File: config.mk
export PLATFORM = sky130hd
export DESIGN_NAME = alu_issue_queue
export DESIGN_NICKNAME = d
export VERILOG_FILES = /design/src/rtl/alu_issue_queue.sv
export SDC_FILE = /design/constraint.sdc
export NUM_CORES = 1
export LEC_CHECK = 0
export BUFFER_PORTS_ARGS = -buffer_cell sky130_fd_sc_hd__buf_2
export CAP_MARGIN = 20
export CELL_PAD_IN_SITES_DETAIL_PLACEMENT = 0
export CELL_PAD_IN_SITES_GLOBAL_PLACEMENT = 1
export CORE_MARGIN = 8
export CORE_UTILIZATION = 42
export CTS_CLUSTER_SIZE = 20
export DETAILED_ROUTE_END_ITERATION = 6
export PLACE_DENSITY = 0.75
export SYNTH_ARGS = -nofsm -noshare
export SYNTH_HDL_FRONTEND = slang
export SYNTH_SLANG_ARGS = --single-unit
File: constraint.sdc
create_clock -name CLK -period 2.3 [get_ports CLK]
set_clock_uncertainty 0.15 [all_clocks]
set_input_delay 0.115 -clock CLK [delete_from_list [all_inputs] [get_ports CLK]]
set_output_delay 0.115 -clock CLK [all_outputs]
set_load 0.02 [all_outputs]
File: src/rtl/alu_issue_queue.sv
`default_nettype none
// ============================================================================
// Module   : alu_issue_queue
// Purpose  : Issue stage in front of the 16-bit SimpleALU. Buffers
//            {a, b, config} requests in a small FIFO with a valid/ready
//            handshake on both sides. The head entry is presented directly
//            on the ALU operand/opcode inputs, so producer and consumer
//            stalls are decoupled from each other.
// Ports    : CLK, ASYNCRESET         - clock, asynchronous active-high reset
//            in_valid/in_ready       - producer handshake
//            in_a, in_b, in_config   - request payload
//            a, b, out_config        - head entry, to ALU a/b/config
//            out_valid/out_ready     - consumer handshake
//            count                   - occupancy, 0..DEPTH
//            issued                  - completed pops, modulo 2^CNTW
// Notes    : The ALU opcode output is named out_config because "config"
//            is a reserved word in SystemVerilog.
// Revision : 1.0 - initial release
// ============================================================================
module alu_issue_queue #(
    parameter int WIDTH = 16,
    parameter int DEPTH = 4,
    parameter int CNTW  = 16
) (
    input  logic                     CLK,
    input  logic                     ASYNCRESET,
    input  logic                     in_valid,
    output logic                     in_ready,
    input  logic [WIDTH-1:0]         in_a,
    input  logic [WIDTH-1:0]         in_b,
    input  logic [1:0]               in_config,
    output logic [WIDTH-1:0]         a,
    output logic [WIDTH-1:0]         b,
    output logic [1:0]               out_config,
    output logic                     out_valid,
    input  logic                     out_ready,
    output logic [$clog2(DEPTH):0]   count,
    output logic [CNTW-1:0]          issued
);

    localparam int              PW         = $clog2(DEPTH);
    localparam int              CW         = PW + 1;
    localparam logic [CW-1:0]   C_FULL     = CW'(DEPTH);
    // Opcode 3 makes the ALU output zero while the queue is empty.
    localparam logic [1:0]      C_CFG_ZERO = 2'b11;

    // Payload storage; deliberately not reset.
    logic [WIDTH-1:0] r_mem_a   [DEPTH];
    logic [WIDTH-1:0] r_mem_b   [DEPTH];
    logic [1:0]       r_mem_cfg [DEPTH];

    logic [PW-1:0]    r_wr_ptr;
    logic [PW-1:0]    r_rd_ptr;
    logic [CW-1:0]    r_count;
    logic [CNTW-1:0]  r_issued;

    logic             w_nonempty;
    logic             w_can_accept;
    logic             w_push;
    logic             w_pop;

    assign w_nonempty   = (r_count != '0);
    // in_ready depends only on the registered count, so a pop in the same
    // cycle cannot re-open a full queue (no pass-through).
    assign w_can_accept = ~ASYNCRESET & (r_count != C_FULL);
    assign w_push       = in_valid & w_can_accept;
    assign w_pop        = out_ready & w_nonempty;

    // Pointers, occupancy and issue counter.
    always_ff @(posedge CLK or posedge ASYNCRESET) begin
        if (ASYNCRESET) begin
            r_wr_ptr <= '0;
            r_rd_ptr <= '0;
            r_count  <= '0;
            r_issued <= '0;
        end else begin
            if (w_push) begin
                r_wr_ptr <= r_wr_ptr + PW'(1);
            end
            if (w_pop) begin
                r_rd_ptr <= r_rd_ptr + PW'(1);
                r_issued <= r_issued + CNTW'(1);
            end
            case ({w_push, w_pop})
                2'b10:   r_count <= r_count + CW'(1);
                2'b01:   r_count <= r_count - CW'(1);
                default: r_count <= r_count;
            endcase
        end
    end

    // Payload write port.
    always_ff @(posedge CLK) begin
        if (w_push) begin
            r_mem_a[r_wr_ptr]   <= in_a;
            r_mem_b[r_wr_ptr]   <= in_b;
            r_mem_cfg[r_wr_ptr] <= in_config;
        end
    end

    // Head presentation: registered entry when non-empty, ALU-zeroing
    // pattern otherwise. r_count clears asynchronously, so this also covers
    // the reset window without a clock edge.
    assign a          = w_nonempty ? r_mem_a[r_rd_ptr]   : '0;
    assign b          = w_nonempty ? r_mem_b[r_rd_ptr]   : '0;
    assign out_config = w_nonempty ? r_mem_cfg[r_rd_ptr] : C_CFG_ZERO;

    assign out_valid  = w_nonempty;
    assign in_ready   = w_can_accept;
    assign count      = r_count;
    assign issued     = r_issued;

endmodule
`default_nettype wire

==> out/summary.md <==
Clock network
• TritonCTS clock tree: yes
• number of buffers on the longest clock path: 2
• number of buffers created by CTS: 17
• Reg clk slew, reported paths: 60 ps
• clock root cell: sky130_fd_sc_hd__clkbuf_16
• Clock Latency Late Sink: 400 ps
• Clock Sinks: 159
• maximum level of the CTS H-tree: 4

Timing
• max-slew violation count: 0
• sum of negative setup slack: 0 ps
• max-slew headroom at the worst pin: 0.7233
• Final Cycle Share: 0.9710
• final worst setup slack: 66.75 ps
• setup repair after global routing missed its margin: yes
• transition at the pin with the smallest max-transition slack: 415.0 ps
• maximum clock rate: 447.8 MHz
• clock period minus final worst setup slack: 2233 ps
• total of endpoints with negative setup slack in the final report: 0
• number of hold violations in the final report: 0

Final layout
• Antenna diodes: 0
• area growth from synthesis to layout: 27.27%
• multi-input gate area in the final layout: 1531 sq um
• post-route standard cell area excluding fillers: 8040 sq um
• most common cell after layout, fill and taps aside: sky130_fd_sc_hd__edfxtp_1
• Layout Nets: 516
• fraction of final layout cells sized beyond drive strength 1: 0.3846
• Filler Cell Count: 1205
• leading cell types in the layout, fill and taps excluded: 136 x sky130_fd_sc_hd__edfxtp_1, 91 x sky130_fd_sc_hd__buf_2, 37 x sky130_fd_sc_hd__dlygate4sd3_1, 34 x sky130_fd_sc_hd__mux4_2, 32 x sky130_fd_sc_hd__and2_1
• utilization after layout: 0.5368
• sequential cell area: 4663 sq um

Placed design
• instance area after placement: 7102 sq um
• weighted congestion at the end of routability-driven global placement: 0.7108
• HPWL Detailed: 7.822 mm
• Worst Setup Slack post-DPL: 50.60 ps
• input/output buffers: 92

Critical path
• Critical Path Start Type: flip-flop
• critical path launch point: r_rd_ptr[0]
• cell-by-cell trace of the critical path: buf_12, mux4_2, or2_2, buf_2
• CP Data Arrival Time: 1970 ps
• maximum fanout along the worst path: 5
• startpoint of the worst register-to-register path: count[0]
• cell at the slowest stage of the critical path: sky130_fd_sc_hd__mux4_2
• largest delay contributor family on the critical path: multiplexers
• buffer and inverter count on the worst path: 2
• setup slack of the most critical reg-to-reg path: 130 ps
• path type of the worst setup path: flip-flop to primary output
• kind of end point of the critical path: primary output
• delay of the slowest critical-path stage: 500 ps
• critical path required time: 2040 ps

Floorplan
• Die X: 138.6 um
• effective utilization at floorplan: 0.4218
• core area: 14980 sq um
• number of top-level pins: 93
• Chip Height: 138.6 um
• Site Rows: 45
• Die Area: 19220 sq um

Routing
• uppermost layer routed: met4
• sum of routed wire length over all layers: 12.41 mm
• post-detailed-route wirelength per cell: 18.55 um
• Routed met1 length: 5.418 mm
• antenna-violating nets left: 0
• wire length on met3: 519 um
• ratio of routed vias to standard cells: 4.924
• DR WL met2: 6.337 mm
• number of DRC markers in iteration 0: 186
• TritonRoute pass-1 iters: 6
• number of remaining DRC errors: 0
• via count: 3294

Min path
• class of the most critical hold timing path: input pin to asynchronous set/reset pin

Power and ir drop
• Power per Cell Area: 1212 nW/um^2
• P_leak: 2.998 nW
• maximum resistive drop on vdd: 0.6922 mV

Global route
• GRT Residual Overflow: 0
• via count of the first global-routing pass: 3730
• global-route total usage across every layer: 0.1353
• largest net degree at the start of global routing: 39
• initial antenna violation count: 0
• global-route wire length before repair: 19.87 mm

Logic synthesis
• Synth cell types: 29
• net count of the mapped netlist: 367
• synthesized flop and latch total: 159
• number of instances in the synthesized netlist: 322
• warning count from the yosys run: 0
• sequential element share of the synthesized area: 0.7376
• mapped cell area: 6317 sq um
• Syn Area/Cell: 19.62 sq um

Job
• number of max-cap violations: 0

Run status
• outcome: finished, final reports clean

==> synth_stat cells (all sizes together) <==
master,number,area share
a31oi,1,0.00099
and2,34,0.034
and3,4,0.0040
buf,10,0.013
clkbuf,4,0.0024
dfrtp,23,0.091
edfxtp,136,0.65
fa,1,0.0032
ha,6,0.012
inv,14,0.0083
mux2,2,0.0036
mux2i,1,0.0016
mux4,34,0.12
nand2,5,0.0030
nand3,5,0.0040
nand3b,1,0.0012
nand4,2,0.0020
nor2,7,0.0042
nor3,5,0.0081
nor4,1,0.0020
or2,3,0.0030
or3,2,0.0020
xnor2,12,0.017
xor2,9,0.012
==> logic make-up after synthesis <==
| kind of cell | share of synthesized area |
|---|---|
| flip-flops | 0.7376 |
| AND/OR/NAND/NOR | 0.06694 |
| adder cells (fa/ha/maj) | 0.01505 |
| buffers and inverters | 0.02396 |
| multiplexers | 0.1264 |
| AO/OA/AOI/OAI | 0.0009909 |
| XOR/XNOR | 0.02912 |
==> flip-flops by register name (all words and copies together), names as in the netlist <==
register   cells
count          3
r_mem_b       64
r_wr_ptr       2
r_rd_ptr       2
r_mem_a       64
issued        16
r_mem_cfg      8
==> layout make-up <==
cell class	instances	share of cell area
Timing Repair Buffer	144	0.1306
Multi-Input combinational cell	135	0.1905
Inverter	14	0.006536
Clock inverter	10	0.009337
Sequential cell	159	0.5800
Tap cell	188	0.02926
Clock buffer	19	0.05384
==> routing by layer <==
metal	GRT usage	up-vias
li1	-	1525
met5	0	-
met3	0.04062	8
met4	0.06008	0
met1	0.1605	1685
met2	0.2245	76
==> report_power, final <==
part / switching (mW) / total, mW / internal (mW)
sequential: 0.232 / 3.77 / 3.54
clock: 0.993 / 2.44 / 1.44
combinational: 1.91 / 3.53 / 1.63
total: 3.13 / 9.74 / 6.61
==> worst reg2reg max path: stages (launching register included) <==
cell,delay [ps]
sky130_fd_sc_hd__dfrtp_2,440
sky130_fd_sc_hd__inv_2,100
sky130_fd_sc_hd__a31oi_4,120
sky130_fd_sc_hd__and2_4,190
sky130_fd_sc_hd__inv_1,50
sky130_fd_sc_hd__ha_1,170
sky130_fd_sc_hd__inv_1,60
sky130_fd_sc_hd__fa_1,370
sky130_fd_sc_hd__xor2_1,150
sky130_fd_sc_hd__nor2_1,130
sky130_fd_sc_hd__xor2_1,170
==> path summary, 6_finish.rpt <==
| check | endpoint | depth (start not counted) |
|---|---|---|
| min | issued[3] | 4 |
| max reg2reg | count[2] | 10 |
| min reg2reg | issued[15] | 1 |
| min in group CLK | r_mem_b[2][0] | 2 |
| max | out_config[0] | 4 |
| max in group asynchronous | r_rd_ptr[0] | 4 |
==> stage by stage <==
step                instances  hold WS (ps)  power (mW)
global route              669         200.2       10.26
finish                    669         166.7       9.742
global placement          600         57.46       7.224
CTS                       669         153.4       9.865
detailed placement        600         55.85       7.272
floorplan                 322        -33.08       6.102
==> what timing repair did <==
| action | CTS | global route |
|---|---|---|
| endpoints found under the setup margin | 17 | 19 |
| gates cloned | 0 | 0 |
| pin swaps | 0 | 1 |
| buffers inserted | 3 | 0 |
| gates resized for setup | 1 | 9 |
| hold buffers | 37 | 0 |
| hold endpoints to repair | 164 | 0 |
No activity file was read; power rests on OpenSTA's default activity.
